<file path="src/rtl/uart_pkg.sv">
// Shared UART definitions: receiver state encoding and default bit timing.
// The transmitter imports the same default so both ends agree on baud rate.
package uart_pkg;

   typedef enum logic [2:0] {
      IDLE,
      START,
      DATA,
      STOP,
      BREAK
   } uart_rx_state_t;

   localparam int DEFAULT_CLK_PER_HALF_BIT = 434;
   localparam int UART_DATA_BITS           = 8;

endpackage

</file>
<file path="src/rtl/uart_rx_sync.sv">
// Metastability synchroniser for the asynchronous UART_RX pin.
// Flops reset to 1 so an idle line never looks like a start bit after reset.
module uart_rx_sync #(
   parameter int SYNC_STAGES = 2
) (
   input  logic clk,
   input  logic rstn,
   input  logic din,
   output logic dout
);

   logic [SYNC_STAGES-1:0] chain_reg;

   always_ff @(posedge clk or negedge rstn) begin
      if (!rstn) begin
         chain_reg <= '1;
      end else begin
         chain_reg <= {chain_reg[SYNC_STAGES-2:0], din};
      end
   end

   assign dout = chain_reg[SYNC_STAGES-1];

endmodule

</file>
<file path="src/rtl/uart_byte_receiver.sv">
// 8N1 UART receive front end: start-bit detect, mid-bit sampling, one byte
// per frame with a single-cycle valid_rec strobe or ferr on a bad stop bit.
module uart_byte_receiver
   import uart_pkg::*;
#(
   parameter int CLK_PER_HALF_BIT = DEFAULT_CLK_PER_HALF_BIT,
   parameter int SYNC_STAGES      = 2
) (
   input  logic       clk,
   input  logic       rstn,
   input  logic       UART_RX,
   output logic       valid_rec,
   output logic [7:0] data_rec,
   output logic       ferr
);

   localparam int BIT_CYCLES = 2 * CLK_PER_HALF_BIT;
   localparam int CNT_W      = $clog2(BIT_CYCLES);

   localparam logic [CNT_W-1:0] HALF_LAST = CNT_W'(CLK_PER_HALF_BIT - 1);
   localparam logic [CNT_W-1:0] BIT_LAST  = CNT_W'(BIT_CYCLES - 1);
   localparam logic [CNT_W-1:0] CNT_ONE   = CNT_W'(1);

   logic             rxs;

   uart_rx_state_t   state_reg,   state_next;
   logic [CNT_W-1:0] cnt_reg,     cnt_next;
   logic [2:0]       bit_idx_reg, bit_idx_next;
   logic [7:0]       shift_reg,   shift_next;
   logic [7:0]       data_reg,    data_next;
   logic             valid_reg,   valid_next;
   logic             ferr_reg,    ferr_next;

   logic             half_done;
   logic             bit_done;

   uart_rx_sync #(
      .SYNC_STAGES (SYNC_STAGES)
   ) u_sync (
      .clk  (clk),
      .rstn (rstn),
      .din  (UART_RX),
      .dout (rxs)
   );

   assign half_done = (cnt_reg == HALF_LAST);
   assign bit_done  = (cnt_reg == BIT_LAST);

   always_ff @(posedge clk or negedge rstn) begin
      if (!rstn) begin
         state_reg   <= IDLE;
         cnt_reg     <= '0;
         bit_idx_reg <= '0;
         shift_reg   <= '0;
         data_reg    <= '0;
         valid_reg   <= 1'b0;
         ferr_reg    <= 1'b0;
      end else begin
         state_reg   <= state_next;
         cnt_reg     <= cnt_next;
         bit_idx_reg <= bit_idx_next;
         shift_reg   <= shift_next;
         data_reg    <= data_next;
         valid_reg   <= valid_next;
         ferr_reg    <= ferr_next;
      end
   end

   always_comb begin
      state_next   = state_reg;
      cnt_next     = cnt_reg + CNT_ONE;
      bit_idx_next = bit_idx_reg;
      shift_next   = shift_reg;
      data_next    = data_reg;
      valid_next   = 1'b0;
      ferr_next    = 1'b0;

      case (state_reg)
         IDLE: begin
            cnt_next = '0;
            if (!rxs) begin
               state_next = START;
            end
         end

         START: begin
            // A low level that is gone by mid start bit is treated as noise.
            if (half_done) begin
               cnt_next = '0;
               if (!rxs) begin
                  state_next   = DATA;
                  bit_idx_next = '0;
               end else begin
                  state_next = IDLE;
               end
            end
         end

         DATA: begin
            if (bit_done) begin
               cnt_next   = '0;
               shift_next = {rxs, shift_reg[7:1]};
               if (bit_idx_reg == 3'd7) begin
                  state_next = STOP;
               end else begin
                  bit_idx_next = bit_idx_reg + 3'd1;
               end
            end
         end

         STOP: begin
            // Deciding at mid-stop leaves half a bit to re-arm for the next start.
            if (bit_done) begin
               cnt_next = '0;
               if (rxs) begin
                  data_next  = shift_reg;
                  valid_next = 1'b1;
                  state_next = IDLE;
               end else begin
                  ferr_next  = 1'b1;
                  state_next = BREAK;
               end
            end
         end

         BREAK: begin
            cnt_next = '0;
            if (rxs) begin
               state_next = IDLE;
            end
         end

         default: begin
            cnt_next   = '0;
            state_next = IDLE;
         end
      endcase
   end

   assign valid_rec = valid_reg;
   assign data_rec  = data_reg;
   assign ferr      = ferr_reg;

endmodule

</file>
<file path="config.mk">
export PLATFORM = sky130hd
export DESIGN_NAME = uart_byte_receiver
export DESIGN_NICKNAME = d
export VERILOG_FILES = /design/src/rtl/uart_pkg.sv /design/src/rtl/uart_rx_sync.sv /design/src/rtl/uart_byte_receiver.sv
export SDC_FILE = /design/constraint.sdc
export NUM_CORES = 1
export LEC_CHECK = 0
export BUFFER_PORTS_ARGS = -buffer_cell sky130_fd_sc_hd__buf_4
export CORE_MARGIN = 2
export CORE_UTILIZATION = 45
export CTS_BUF_LIST = sky130_fd_sc_hd__clkbuf_16
export CTS_CLUSTER_DIAMETER = 40
export DETAILED_ROUTE_END_ITERATION = 10
export PLACE_DENSITY = 0.65
export SYNTH_ARGS = -nofsm -noshare
export SYNTH_HDL_FRONTEND = slang
export SYNTH_SLANG_ARGS = --single-unit
</file>
<file path="constraint.sdc">
create_clock -name clk -period 1.65 [get_ports clk]
set_input_delay 0.165 -clock clk [delete_from_list [all_inputs] [get_ports clk]]
set_output_delay 0.165 -clock clk [all_outputs]
set_load 0.05 [all_outputs]
</file>
* After elaboration in Yosys (flattened, before gate mapping) *
Index checks and enable logic that the tools add are counted.

storage, ports and cells
  register bits after elaboration = 36

operators by class
  add/sub/neg operators = 2
  equality and inequality tests = 15
  multiplexer cells = 23
  reduce and logical (&&, ||, !) cells = 7

operator list
  kind                     count
  $mux W3                  11
  $mux W10                 2
  $pmux W10 S2             1
  $pmux W3 S5              1
  $ne A2 B2 Y1 const B     7
  $add A10 B1 Y10 const B  1
  $eq A10 B10 Y1 const B   1
  $eq A10 B9 Y1 const B    1
  $eq A3 B2 Y1 const B     2
  $eq A3 B3 Y1 const B     2
  $mux W1                  6
  $pmux W3 S2              1
  $reduce_and A6 Y1        1
  $reduce_and A5 Y1        1
  $add A3 B1 Y3 const B    1
  $eq A3 B1 Y1 const B     1
  $logic_not A3 Y1         1
  $reduce_and A3 Y1        1
  $mux W2                  1
  $ne A2 B1 Y1 const B     1
  $reduce_and A2 Y1        1
  $reduce_bool A2 Y1       1
  $reduce_or A2 Y1         1

* Longest topological paths before layout *
  word-level depth = 4
  gate-level depth with buffers = 7
  gate-level depth less buffers = 6

* Cells and area by module *
From an unflattened synthesis, not the netlist that was laid out.

second synthesis, totals
  cell total of the unflattened synthesis = 130
  area total of the unflattened synthesis = 1636.6 µm²

modules (own cells, without submodules)
  module              times used  sequential area each (µm²)  area an instance (µm²)  cells an instance
  uart_byte_receiver  1           850.8                       1584.0                  128
  uart_rx_sync        1           52.6                        52.6                    2

* Worst setup path after synthesis *
Ideal clock, no wire load.

  path kind = register to register
  from = register cnt_reg[0]
  to = register data_reg[0] (netlist: data_rec[0])
  setup slack = -110 ps
  stages on the path, launching flop included = 7
  buffers on the path = 1
  period minus slack after synthesis = 1760 ps
  data arrival time = 1635 ps
  library setup time = 125 ps
  cell sequence = dfrtp_1 > ha_1 > and4bb_1 > and4_1 > buf_4 > nand4_4 > mux2_2

between the ends
  longest elaborated chain between the ends = 2

RTL lines
  item                                line                      text
  start: declaration                  uart_byte_receiver.sv:27  logic [CNT_W-1:0] cnt_reg, cnt_next;
  start signal: assignment            uart_byte_receiver.sv:60  cnt_reg <= cnt_next;
  $eq A10 B10 Y1                      uart_byte_receiver.sv:47  assign bit_done = (cnt_reg == BIT_LAST);
  $reduce_and A3 Y1 (no source line)  --
  end signal: assignment              uart_byte_receiver.sv:63  data_reg <= data_next;
  end: declaration                    uart_byte_receiver.sv:30  logic [7:0] data_reg, data_next;

No other way between the ends.
A chain may end at the register's enable or synchronous reset.

* Worst setup path in the final report *
  from = register cnt_reg[1]
  to = register shift_reg[5]

between the ends
  longest elaborated chain between the ends = 2

RTL lines
  item                                line                      text
  $eq A10 B10 Y1                      uart_byte_receiver.sv:47
  $reduce_and A2 Y1 (no source line)  --
  end signal: assignment              uart_byte_receiver.sv:62  shift_reg <= shift_next;
  end: declaration                    uart_byte_receiver.sv:29  logic [7:0] shift_reg, shift_next;

No other way between the ends.

==> impl_metrics.yaml <==
outcome:
  status: "complete, but fails checks"
  violations: "setup timing"
detailed_routing:
  dr.pass1.iters: 4
  routed_wl_mm: 3.00
  vias_per_cell: 5.27
  drt_iter0_drc: 29
  wire_per_inst_um: 14.1
  vias: 1122
  detail-route-antenna-nets: 0
  drt_drc_violations_left: 0
setup_path:
  crit_type: "flop to flop"
  rrSetupSlack_ns: -0.007
  crit_fanout: 8
  crit_start: "cnt_reg[1]$_DFF_PN0_"
  cp_data_required_time_ns: 1.80
  startpoint_type: "flop"
  critPathArrivalTime_ns: 1.81
  crit_path_end_kind: "flop"
  r2r_start: "cnt_reg[1]$_DFF_PN0_"
synth:
  synthAdderAreaFrac_pct: 3.12
  synthSimpleGateAreaFrac_pct: 17.0
  yosysUniqueCellTypes: 33
  synth_cells: 128
  synth-compound-area-share_pct: 2.73
  synth_nets: 135
  yosysWarnings: 0
  synthXorXnorAreaFrac_pct: 4.37
  synth_seq_cells: 36
  synth_top_family_by_area: "simple AND/OR/NAND/NOR gates"
  synth_area_um2: 1600
  ys_seq_area_share_pct: 56.3
  syn_avg_cell_area_um2: 12.5
  synth_mux_area_share_pct: 13.9
finish:
  layout.nets: 173
  largest_reg_flops: 10
  antenna_cells: 0
  area_delta_synth_final_pct: 33.9
  drive_gt1_share_pct: 44.9
  nFillCells: 254
  instances_no_fill: 213
power:
  p_int_mw: 1.44
  swShare_pct: 18.8
  seq_power_share_pct: 50.0
  power_leakage_nw: 1.07
  power_density_nw_per_um2: 829
  power_frac_comb_pct: 1.8
  switchingPower_uw: 336
  ir_drop_mv: 0.674
  clkPwrFrac_pct: 48.3
timing:
  fin_ws_ns: -0.00677
  rsz0062_at_grt: "yes"
  skew_ns: 0.00356
  hold_violations: 0
  slew_viol_final: 0
  min_period_ns: 1.66
  maxSlewHeadroom_pct: 70.5
  setup_tns_ns: -0.0207
  timing.final.crit_share_pct: 100
  tightest_slew_ns: 0.442
  max_freq_mhz: 604
  finalSetupViolations: 5
placement:
  place.gp.congestion: 0.765
  place_inst: 199
  placement.io_buffers: 12
  detailed_place_hpwl_mm: 1.91
clock_network:
  cts_made_buffers: 5
  clkTransAtPathRegs_ns: 0.05
  clock_path_buffers: 2
  cts_tree: "built"
  cts-root-buf: "clkbuf_16"
  insertion_delay_ns: 0.27
  clock-sinks: 36
  htreeDepth: 2
floorplan:
  core_um2: 3390
  die_area_um2: 4060
  start_util_pct: 47.3
  fp-row-count: 21
  die_h_um: 63.7
  die_x_um: 63.7
  io_pins: 13
grt:
  grt_pass1_wl_mm: 5.23
  grt_antenna_before_repair: 0
  grtUsageTotal_pct: 16.7
  grt_max_degree: 37
  globalRouteOverflowTotal: 0
  grt_pass1_vias: 1117
flow_run:
  maxCapViolations: 0
hold_path:
  holdCritPathClass: "flop to flop"
  hold_start: "u_sync.chain_reg[0]$_DFF_PN1_"
path summary, 6_finish.rpt:
path	to	cells past startpoint
worst max register to register	shift_reg[5]$_DFFE_PN0P_	6
worst max-delay path	shift_reg[5]$_DFFE_PN0P_	6
worst min-delay path	u_sync.chain_reg[1]$_DFF_PN1_	0
worst min register to register	u_sync.chain_reg[1]$_DFF_PN1_	0
min in group asynchronous	bit_idx_reg[0]$_DFFE_PN0P_	2
max in group asynchronous	u_sync.chain_reg[0]$_DFF_PN1_	2
kinds of logic (layout without fill, tap and decap cells):
group	Yosys count	after routing
flip-flops	36	36
XOR/XNOR	8	8
buffers and inverters	9	47
adder cells (fa/ha/maj)	4	4
AND/OR/NAND/NOR	45	46
AO/OA/AOI/OAI	6	6
multiplexers	20	20
layout by cell type, fill, tap and decap left out, types with 2 or more instances in the layout:
master,instances
nand4_1,2
a21oi_1,2
and4_1,2
clkbuf_16,5
nand2_1,4
buf_4,30
and3_1,2
nor2_1,14
dfstp_2,2
dfrtp_1,33
ha_2,3
mux2_2,14
mux2i_1,2
inv_1,6
nand2b_1,2
dlygate4sd3_1,2
xnor2_1,2
nand3_1,5
xor2_1,6
buf_6,2
mux2_4,4
cell usage after synthesis:
cell type / number / area (µm²)
a21oi_1: 2 / 10.0
a2bb2oi_1: 1 / 8.76
a31oi_1: 1 / 6.26
and3_1: 3 / 18.8
and3b_1: 1 / 8.76
and4_1: 3 / 26.3
and4b_1: 1 / 10.0
and4bb_1: 1 / 12.5
buf_2: 3 / 15.0
buf_4: 1 / 7.51
dfrtp_1: 34 / 851
dfstp_2: 2 / 52.6
ha_1: 4 / 50.1
inv_1: 5 / 18.8
mux2_1: 1 / 11.3
mux2_2: 17 / 191
mux2i_1: 2 / 20.0
nand2_1: 4 / 15.0
nand2_2: 1 / 6.26
nand2b_1: 2 / 12.5
nand3_1: 5 / 25.0
nand4_1: 2 / 12.5
nand4_4: 1 / 21.3
nor2_1: 15 / 56.3
nor2b_1: 1 / 6.26
nor3_1: 1 / 5.00
nor3b_1: 2 / 15.0
nor3b_2: 1 / 12.5
o211ai_1: 1 / 7.51
o221a_2: 1 / 11.3
or3b_2: 1 / 8.76
xnor2_1: 2 / 17.5
xor2_1: 6 / 52.6
metal layers:
metal	vias up	track usage (%)	wire, µm
met5	-	0	0
met4	0	3.26	0
met3	0	4.82	80
met2	14	27.1	1560
met1	576	22.3	1360
li1	532	-	-
cell type report:
type | instances | area [µm²] | share of cell area [%]
Clock buffer | 5 | 125 | 5.83
Clock inverter | 3 | 15.0 | 0.699
Inverter | 5 | 18.8 | 0.874
Multi-Input combinational cell | 84 | 758 | 35.3
Sequential cell | 36 | 905 | 42.1
Tap cell | 46 | 57.6 | 2.68
Timing Repair Buffer | 34 | 268 | 12.5
power groups by stage:
stage          sequential [mW]  combinational (mW)  clock, mW
3_5_place_dp             0.904              0.0283          0
4_1_cts                  0.889              0.0331      0.880
3_3_place_gp             0.904              0.0279          0
6_report                 0.889              0.0319      0.859
5_1_grt                  0.889              0.0368      0.931
2_1_floorplan            0.906             0.00262          0
what timing repair did:
action	CTS	global route
pin swaps	3	0
setup buffers	2	1
setup endpoints to repair	20	29
resized for setup	14	2
hold endpoints to repair	35	0
cloned	0	1
hold buffers	2	0
worst max-delay path, stage by stage (launching register included):
cell and delay, ns:
dfrtp_1 0.38, ha_2 0.18, and4bb_1 0.19, and4_4 0.23, buf_6 0.14, nand2_8 0.09, mux2_2 0.33
per-stage QoR:
| step | hold WS [ns] | total power, mW | setup slack, ns | instance area, µm² | util, % |
|---|---|---|---|---|---|
| after floorplan | -0.131 | 0.909 | -0.0200 | 1640 | - |
| after global placement | 0.144 | 0.932 | -0.0795 | 1890 | 55.7 |
| after detailed placement | 0.147 | 0.933 | -0.112 | 1890 | 55.7 |
| after CTS | 0.357 | 1.80 | -0.000594 | 2120 | 62.6 |
| after global routing | 0.358 | 1.86 | -0.0665 | 2150 | 63.3 |
| final | 0.357 | 1.78 | -0.00677 | 2150 | 63.3 |
(Power assumes the default switching activity.)
